$ cat src/rtl/proc_pkg.sv
// Shared definitions for the multicycle MIPS-subset processor_core.
// Optional bne support is enabled by defining PROC_BNE_EN.
package proc_pkg;

  localparam logic [31:0] RESET_PC_DEFAULT = 32'h0000_0000;

  localparam logic [5:0] OP_RTYPE = 6'h00;
  localparam logic [5:0] OP_J     = 6'h02;
  localparam logic [5:0] OP_BEQ   = 6'h04;
  localparam logic [5:0] OP_BNE   = 6'h05;
  localparam logic [5:0] OP_ADDI  = 6'h08;
  localparam logic [5:0] OP_LW    = 6'h23;
  localparam logic [5:0] OP_SW    = 6'h2B;

  localparam logic [5:0] FN_ADD = 6'h20;
  localparam logic [5:0] FN_SUB = 6'h22;
  localparam logic [5:0] FN_AND = 6'h24;
  localparam logic [5:0] FN_OR  = 6'h25;
  localparam logic [5:0] FN_SLT = 6'h2A;

  typedef enum logic [3:0] {
    FETCH, DECODE, MEMADR, MEMREAD, MEMWB, MEMWRITE,
    EXECUTE, ALUWB, ADDIEX, ADDIWB, BRANCH, JUMP
  } stateT;

  typedef enum logic [2:0] {ADD, SUB, AND, OR, SLT} aluCtrlT;

  function automatic logic validFunct(input logic [5:0] funct);
    return (funct == FN_ADD) || (funct == FN_SUB) || (funct == FN_AND) ||
           (funct == FN_OR)  || (funct == FN_SLT);
  endfunction

  function automatic aluCtrlT functToAlu(input logic [5:0] funct);
    case (funct)
      FN_SUB:  return SUB;
      FN_AND:  return AND;
      FN_OR:   return OR;
      FN_SLT:  return SLT;
      default: return ADD;
    endcase
  endfunction

endpackage

$ cat src/rtl/proc_alu.sv
// 32-bit ALU for processor_core: add, sub, and, or, signed set-less-than.
module proc_alu
  import proc_pkg::*;
(
  input  logic [31:0] a,
  input  logic [31:0] b,
  input  aluCtrlT     ctrl,
  output logic [31:0] result,
  output logic        zero
);

  always_comb begin
    result = '0;
    case (ctrl)
      ADD:     result = a + b;
      SUB:     result = a - b;
      AND:     result = a & b;
      OR:      result = a | b;
      SLT:     result = {31'b0, $signed(a) < $signed(b)};
      default: result = a + b;
    endcase
  end

  assign zero = (result == 32'd0);

endmodule

$ cat src/rtl/processor_core.sv
// Multicycle MIPS-subset CPU sharing one memory port for fetch and data.
// Define PROC_BNE_EN to add bne (opcode 0x05); otherwise it decodes as a NOP.
module processor_core
  import proc_pkg::*;
#(
  parameter logic [31:0] RESET_PC = RESET_PC_DEFAULT
) (
  input  logic        Clock,
  input  logic        Reset,
  input  logic [31:0] Mem_DataIn,
  output logic [31:0] Mem_Address,
  output logic        Mem_WriteEnable,
  output logic [31:0] Mem_DataOut
);

  stateT       state;
  stateT       decodeNext;
  logic [31:0] pc, ir, mdr, regA, regB, aluOut;
  logic [31:0] regFile [32];

  logic [31:0] aluA, aluB, aluResult;
  aluCtrlT     aluCtrl;
  logic        aluZero, branchTaken;

  logic [5:0]  opcode, funct;
  logic [4:0]  rs, rt, rd;
  logic [31:0] signExt;

  assign opcode  = ir[31:26];
  assign rs      = ir[25:21];
  assign rt      = ir[20:16];
  assign rd      = ir[15:11];
  assign funct   = ir[5:0];
  assign signExt = {{16{ir[15]}}, ir[15:0]};

  // One ALU serves PC increment, branch target, address and arithmetic steps.
  always_comb begin
    aluA    = pc;
    aluB    = 32'd4;
    aluCtrl = ADD;
    case (state)
      DECODE: aluB = signExt << 2;
      MEMADR, ADDIEX: begin
        aluA = regA;
        aluB = signExt;
      end
      EXECUTE: begin
        aluA    = regA;
        aluB    = regB;
        aluCtrl = functToAlu(funct);
      end
      BRANCH: begin
        aluA    = regA;
        aluB    = regB;
        aluCtrl = SUB;
      end
      default: ;
    endcase
  end

  proc_alu alu (
    .a      (aluA),
    .b      (aluB),
    .ctrl   (aluCtrl),
    .result (aluResult),
    .zero   (aluZero)
  );

`ifdef PROC_BNE_EN
  assign branchTaken = (opcode == OP_BNE) ? !aluZero : aluZero;
`else
  assign branchTaken = aluZero;
`endif

  // Unrecognised opcodes and functs fall back to FETCH, acting as a NOP.
  always_comb begin
    decodeNext = FETCH;
    case (opcode)
      OP_LW, OP_SW: decodeNext = MEMADR;
      OP_RTYPE:     decodeNext = validFunct(funct) ? EXECUTE : FETCH;
      OP_ADDI:      decodeNext = ADDIEX;
      OP_BEQ:       decodeNext = BRANCH;
`ifdef PROC_BNE_EN
      OP_BNE:       decodeNext = BRANCH;
`endif
      OP_J:         decodeNext = JUMP;
      default:      decodeNext = FETCH;
    endcase
  end

  always_ff @(posedge Clock) begin
    if (!Reset) begin
      state  <= FETCH;
      pc     <= RESET_PC;
      ir     <= '0;
      mdr    <= '0;
      regA   <= '0;
      regB   <= '0;
      aluOut <= '0;
      for (int i = 0; i < 32; i++) regFile[i] <= '0;
    end else begin
      case (state)
        FETCH: begin
          ir    <= Mem_DataIn;
          pc    <= aluResult;
          state <= DECODE;
        end
        DECODE: begin
          regA   <= regFile[rs];
          regB   <= regFile[rt];
          aluOut <= aluResult;
          state  <= decodeNext;
        end
        MEMADR: begin
          aluOut <= aluResult;
          state  <= (opcode == OP_LW) ? MEMREAD : MEMWRITE;
        end
        MEMREAD: begin
          mdr   <= Mem_DataIn;
          state <= MEMWB;
        end
        MEMWB: begin
          if (rt != 5'd0) regFile[rt] <= mdr;
          state <= FETCH;
        end
        MEMWRITE: state <= FETCH;
        EXECUTE: begin
          aluOut <= aluResult;
          state  <= ALUWB;
        end
        ALUWB: begin
          if (rd != 5'd0) regFile[rd] <= aluOut;
          state <= FETCH;
        end
        ADDIEX: begin
          aluOut <= aluResult;
          state  <= ADDIWB;
        end
        ADDIWB: begin
          if (rt != 5'd0) regFile[rt] <= aluOut;
          state <= FETCH;
        end
        BRANCH: begin
          if (branchTaken) pc <= aluOut;
          state <= FETCH;
        end
        JUMP: begin
          pc    <= {pc[31:28], ir[25:0], 2'b00};
          state <= FETCH;
        end
        default: state <= FETCH;
      endcase
    end
  end

  // The store strobe is gated by Reset so an aborted sw never reaches RAM.
  assign Mem_Address     = (state == MEMREAD || state == MEMWRITE) ? aluOut : pc;
  assign Mem_DataOut     = regB;
  assign Mem_WriteEnable = (state == MEMWRITE) && Reset;

endmodule

$ cat config.mk
export PLATFORM = sky130hd
export DESIGN_NAME = processor_core
export DESIGN_NICKNAME = d
export VERILOG_FILES = /design/src/rtl/proc_pkg.sv /design/src/rtl/proc_alu.sv /design/src/rtl/processor_core.sv
export SDC_FILE = /design/constraint.sdc
export NUM_CORES = 2
export LEC_CHECK = 0
export ABC_AREA = 1
export CAP_MARGIN = 40
export CORE_UTILIZATION = 40
export CTS_CLUSTER_DIAMETER = 150
export DETAILED_ROUTE_END_ITERATION = 10
export HOLD_SLACK_MARGIN = 0.02
export SLEW_MARGIN = 20
export SYNTH_ARGS = -nofsm -noshare
export SYNTH_HDL_FRONTEND = slang
export SYNTH_HIERARCHICAL = 1
export SYNTH_SLANG_ARGS = --single-unit
$ cat constraint.sdc
create_clock -name Clock -period 10.2 [get_ports Clock]
set_clock_uncertainty 0.1 [all_clocks]
set_input_delay 1.53 -clock Clock [delete_from_list [all_inputs] [get_ports Clock]]
set_output_delay 1.53 -clock Clock [all_outputs]
set_load 0.02 [all_outputs]
== Yosys cells after proc, flatten, opt, wreduce, memory -nomap -nowiden ==
Memories as Yosys holds them, arrays and structs flattened. A register that Yosys moved wholly into a read port is not among the register bits.
Cells that the tools add are included.

* Register bits: 132
* Memory bits (writable): 1024
* Input bits: 34
* Output and inout port bits: 65
* Word-level logic and storage cells: 95
* Memories kept: 1

* Add/subtract/negate cells: 2
* $lt $le $gt $ge: 1
* Equal/unequal tests: 26
* Muxes and demuxes: 31
* Bitwise logic cells: 4
* Reduce and logical (&&, ||, !) cells: 24

{| class="wikitable"
|+ Memories
! name !! depth !! width !! rd ports !! clocked after memory_dff !! write ports !! line !! text
|-
| regFile || 32 || 32 || 2 || 2 || 32 || processor_core.sv:19 || <nowiki>logic [31:0] regFile [32];</nowiki>
|}

{| class="wikitable"
|+ Operators with widths
! kind !! number
|-
| two-way mux 32 bit || 6
|-
| one-hot mux 32 bit (3 select lines) || 2
|-
| one-hot mux 32 bit (4 select lines) || 1
|-
| OR reduction 32 bit || 2
|-
| == test 6 bit (second input constant) || 7
|-
| adder 32 bit || 1
|-
| bitwise AND 32 bit || 1
|-
| zero test 32 bit || 1
|-
| less-than comparator 32 bit || 1
|-
| OR 32 bit || 1
|-
| subtractor 32 bit || 1
|-
| one-hot mux 4 bit (6 select lines) || 1
|-
| one-hot mux 4 bit (5 select lines) || 1
|-
| == test 4 x 3 -> 1 bit (second input constant) || 4
|-
| == test 4 bit (second input constant) || 4
|-
| two-way mux 1 bit || 14
|-
| one-hot mux 3 bit (4 select lines) || 1
|-
| two-way mux 5 bit || 2
|-
| nonzero test 5 bit || 2
|-
| == test 4 x 2 -> 1 bit (second input constant) || 2
|-
| OR reduction 4 bit || 2
|-
| == test 3 x 2 -> 1 bit (second input constant) || 2
|-
| == test 6 x 2 -> 1 bit (second input constant) || 1
|-
| == test 6 x 3 -> 1 bit (second input constant) || 1
|-
| 19 further kinds || 27
|}

== Longest topological paths before layout ==
* Depth in word-level cells: 9
* Gate-level depth with buffers: 37
* Mapped depth without buffers: 35

== Hierarchy ==
Netlist, hierarchy kept.

{| class="wikitable"
|+ By module, submodules not included
! module !! instances !! cells each !! area each (um^2) !! seq. area each (um^2)
|-
| processor_core || 1 || 8315 || 65031.1 || 34673.3
|-
| proc_alu || 1 || 1351 || 6744.0 || 0.0
|}

== Worst setup path after synthesis ==
Ideal clock, no wire load.

* Path kind: input -> register
* From: input Reset
* To: memory regFile[16][0] (enable)
* Library setup time: 0.466 ns
* Arrival time: 5.441 ns
* Path slack: 4.193 ns
* Stages on the path: 10
* Path buffers: 3
* Cell sequence: buf_4 inv_2 nor3_2 nand2_2 buf_6 nand2_1 o21ai_1 nand3_1 buf_2 o21ai_0

{| class="wikitable"
|+ RTL lines
! item !! line !! text
|-
| start: declaration || processor_core.sv:9 || <nowiki>input logic Reset,</nowiki>
|-
| end: declaration || processor_core.sv:19 ||
|}

== Final worst setup path ==
* From: register state[2]
* To: register pc[18]

* Word-level cells in the longest chain between the ends: 8
* Elaborated cells between the ends (all ways): 28
* Those cells by class: add/sub: 2; order compare: 1; eq/ne: 11; mux: 5; bitwise: 2; reduce/logical: 7

{| class="wikitable"
|+ RTL lines
! item !! line !! text
|-
| start: declaration || processor_core.sv:16 || <nowiki>stateT state;</nowiki>
|-
| start signal: assignment || processor_core.sv:112 || <nowiki>state <= decodeNext;</nowiki>
|-
| start signal: assignment || processor_core.sv:116 || <nowiki>state <= (opcode == OP_LW) ? MEMREAD : MEMWRITE;</nowiki>
|-
| == test 4 bit (tied with other cells) || processor_core.sv:41 || <nowiki>case (state)</nowiki>
|-
| OR reduction 4 bit (no source line) (*) || - ||
|-
| two-way mux 32 bit (*) || processor_core.sv:41 ||
|-
| net aluA[16] || processor_core.sv:21 || <nowiki>logic [31:0] aluA, aluB, aluResult;</nowiki>
|-
| adder 32 bit or subtractor 32 bit (tied branches) || proc_alu.sv:15, proc_alu.sv:20, proc_alu.sv:16 ||
|-
| one-hot mux 32 bit (4 select lines) (*) || proc_alu.sv:14 || <nowiki>case (ctrl)</nowiki>
|-
| net aluResult[20] || processor_core.sv:21 ||
|-
| zero test 32 bit (*) || proc_alu.sv:24 || <nowiki>assign zero = (result == 32'd0);</nowiki>
|-
| net aluZero || processor_core.sv:23 || <nowiki>logic aluZero, branchTaken;</nowiki>
|-
| inequality test 2 x 1 -> 1 bit (no source line) (*) || - ||
|-
| AND reduction 2 bit (no source line) (*) || - ||
|-
| end signal: assignment || processor_core.sv:105 || <nowiki>pc <= aluResult;</nowiki>
|-
| end signal: assignment || processor_core.sv:144 || <nowiki>if (branchTaken) pc <= aluOut;</nowiki>
|-
| end signal: assignment || processor_core.sv:148 || <nowiki>pc <= {pc[31:28], ir[25:0], 2'b00};</nowiki>
|-
| end: declaration || processor_core.sv:18 || <nowiki>logic [31:0] pc, ir, mdr, regA, regB, aluOut;</nowiki>
|}

Mark *: on every way through the listed nets, which the timed path passes. The rest lies on a longest branch.
A chain may end at the register's enable or synchronous reset.

==> metrics.csv <==
stage;metric;value;unit
finish;Multi-input gate area;0.03285;mm²
logic_synthesis;synth warn;6;
timing;unrepaired setup endpoints after global routing;no;
critical_path;most used cell, CP;nor2_1;
clock_tree;post-CTS sizing;0;
grt;initial antenna violation count;13;
grt;total grt overflow;0;
clock_tree;CTS Buf Count;135;
logic_synthesis;area leader, netlist;edfxtp_1;
clock_tree;TritonCTS clock tree;yes;
route;Wirelength per Cell;26.67;µm
critical_path;Worst EP required;10.76;ns
clock_tree;CTS root buf;clkbuf_16;
pwr;Net Sw Frac;0.4991;
placement;HPWL Detailed;189.0;mm
logic_synthesis;Synth Area in Simple Gates;0.3809;
timing;Final Hold Viols;0;
route;DRT Wirelength;313.7;mm
route;drt first pass iters;7;
clock_tree;Post-CTS Setup Bufs;0;
placement;Final GP Congestion;1.029;
route;Iteration-0 DRC Markers;11110;
logic_synthesis;XOR/XNOR share of the synthesized area;0.0008542;
placement;PortBufs;98;
logic_synthesis;Synth Cell Area;0.07178;mm²
floorplan;Die ar.;0.1811;mm²
critical_path;Worst setup EP type;register;
clock_tree;Max Root-Sink Buffers;3;
route;DRT antenna net count;0;
grt;global-route usage over all layers;0.3368;
critical_path;Crit path largest cell delay;0.57;ns
critical_path;crit path DAT;7.67;ns
floorplan;area of the core;0.1784;mm²
floorplan;I/O pins;99;
critical_path;Worst setup SP type;register;
clock_tree;H-tree Lvls;4;
finish;layout cells sized above 1;0.05838;
finish;final-stage net count;9428;
logic_synthesis;Synth top area share;0.4284;
timing;period utilization;0.6971;
logic_synthesis;combinational family with the most area after synthesis;simple AND/OR/NAND/NOR gates;
timing;Max Freq;0.1406;GHz
finish;Layout area overhead;10.57;%
critical_path;Max stage delay cell, worst path;nor2_1;
finish;Filler Cell Count;17570;
route;DR vias/cell;6.044;
pwr;Flop pwr share;0.282;
pwr;logic gate share of total power;0.503;
logic_synthesis;mux contribution to synthesized area;0;
floorplan;die width;425.6;µm
grt;first-pass GRT wire length;448.1;mm
route;Vias;71100;
timing;final hold slack;0.4009;ns
timing;Tmin final;7.110;ns
logic_synthesis;Synth Flop Type;edfxtp_1;
timing;max-slew violations;0;
timing;Slew HR;0.3098;
finish;Sequential Area;0.03470;mm²
pwr;Net Switching;11.31;mW
clock_tree;clk slew on worst S/H paths;0.06;ns
pwr;VDD IR-drop max;0.0002044;V
timing;Fin Setup TNS;0;ns
logic_synthesis;Syn Inst Count;9666;
grt;largest net degree at the start of global routing;156;
timing;slew of the pin with the lowest slew margin;1.035;ns
grt;vias in the first global route;65140;
logic_synthesis;Synth Area in Compound Gates;0.04764;
logic_synthesis;post-synthesis sequential area ratio;0.4831;
logic_synthesis;Synth Register Bits;1220;
logic_synthesis;Synth Area in Adders;0.01729;
pwr;clock network power share;0.216;
logic_synthesis;mean post-synth cell area;7.426;µm²
pwr;Tot Pwr;22.67;mW
critical_path;crit path max fanout;46;
logic_synthesis;number of synthesized flops with an enable pin;1024;
critical_path;critical path class;reg -> reg;
flow_run;Max Cap Viol;0;
hold_path;worst hold path class;reg -> reg;
clock_tree;hold_buf cts;0;
pwr;Power Dens Cells;285.7;mW/mm²
finish;utilization after layout;0.4448;
logic_synthesis;Post-synth ARST share;0;
route;DRC;0;
pwr;Leak Pwr;30.75;nW
floorplan;Starting Density;0.4023;
timing;endpoints failing setup;0;
clock_tree;clk_lat worst skew;0.80;ns
floorplan;die height;425.6;µm
logic_synthesis;Synth area leaders;edfxtp_1 (43%), nand2_1 (17%), nand3_1 (12%);
pwr;internal power;11.36;mW
floorplan;row cnt;155;
clock_tree;CTS sink count;1220;
outcome;status;finished clean;
logic_synthesis;synth unique cells;47;
==> per-stage QoR <==
step	cell area [µm²]	setup slack, ns	std cells
2_1_floorplan	71890	4.193	9697
3_3_place_gp	74460	2.970	11490
3_5_place_dp	74730	3.235	11500
4_1_cts	79020	3.207	11750
5_1_grt	79350	2.611	11760
6_report	79360	3.090	11760
==> synthesized netlist by cell type, drive strengths merged (30+ instances only) <==
library cell	number
a21oi	242
buf	246
clkbuf	575
dfxtp	196
edfxtp	1024
ha	96
inv	424
nand2	3322
nand3	1801
nor2	781
nor3	495
o21ai	347
o22ai	30
==> registers in the layout, indices dropped and copies added, names as in the netlist <==
name,count
state,4
pc,32
ir,32
mdr,32
Mem_DataOut,32
aluOut,32
regA,32
regFile,1024
==> metal layers <==
metal  routed length (µm)  part of all wire  GRT usage
met1               118100              0.38     0.4473
met2               131400              0.42     0.4844
met3                42510              0.14    0.08958
met4                21680             0.069     0.2124
met5                   73           0.00023          0
==> power groups by stage <==
stage	logic (mW)	registers (mW)	clock network, mW
2_1_floorplan	6.62	6.18	0
3_3_place_gp	10.6	6.46	0
3_5_place_dp	10.7	6.46	0
4_1_cts	10.8	6.36	4.90
5_1_grt	12.0	6.40	5.08
6_report	11.4	6.39	4.89
==> critical path: cells and delay by family (launching register included) <==
family	cells	cell delay, ns
DFF	1	0.38
buffers and inverters	8	2.15
and+or+nand+nor	14	2.23
AOI/OAI and AO/OA	6	1.63
adders and majority gates	1	0.46
==> cells by family after synthesis <==
| kind of cell | count (synthesis) |
|---|---|
| simple gates | 6431 |
| buf+inv | 1257 |
| flops | 1220 |
| compound gates | 652 |
| fa+ha+maj | 98 |
| xor+xnor | 7 |
| other cells | 1 |
==> layout by cell type, fill, tap and decap left out, drive strengths merged, types with 2 or more instances in the layout <==
cell type,synthesis,routed
xor2,7,7
clkbuf,575,174
o2111ai,7,7
o221ai,2,2
bufinv,0,8
nor4,2,2
ha,96,96
conb,1,32
inv,424,431
nor3,495,495
buf,246,186
nand3b,3,3
a221oi,5,5
nand3,1801,1801
o21ai,347,347
o21bai,5,5
o211ai,6,6
fa,2,2
a21oi,242,242
clkdlybuf4s50,0,97
o22ai,30,30
edfxtp,1024,1024
and3,3,3
a22oi,4,4
nor2,781,781
diode,0,4
nand4,22,22
nand2,3322,3322
clkinv,12,67
dfxtp,196,196
==> layout make-up <==
type	instances	area share
Clock inverter	71	0.007363
Tap cell	2355	0.03713
Timing Repair Buffer	283	0.03639
Sequential cell	1220	0.4373
Inverter	436	0.02114
Clock buffer	174	0.04667
Multi-Input combinational cell	7220	0.4139
Antenna cell	4	0.0001261
==> final timing paths <==
path	from	end	slack (ns)	depth (start not counted)
worst min register to register	ir[27]	ir[27]	0.40	2
worst max-delay path	state[2]	pc[18]	3.09	29
worst max register to register	state[2]	pc[18]	3.09	29
worst min-delay path	ir[27]	ir[27]	0.40	2
Note: power is estimated with default switching activity, not from simulation.
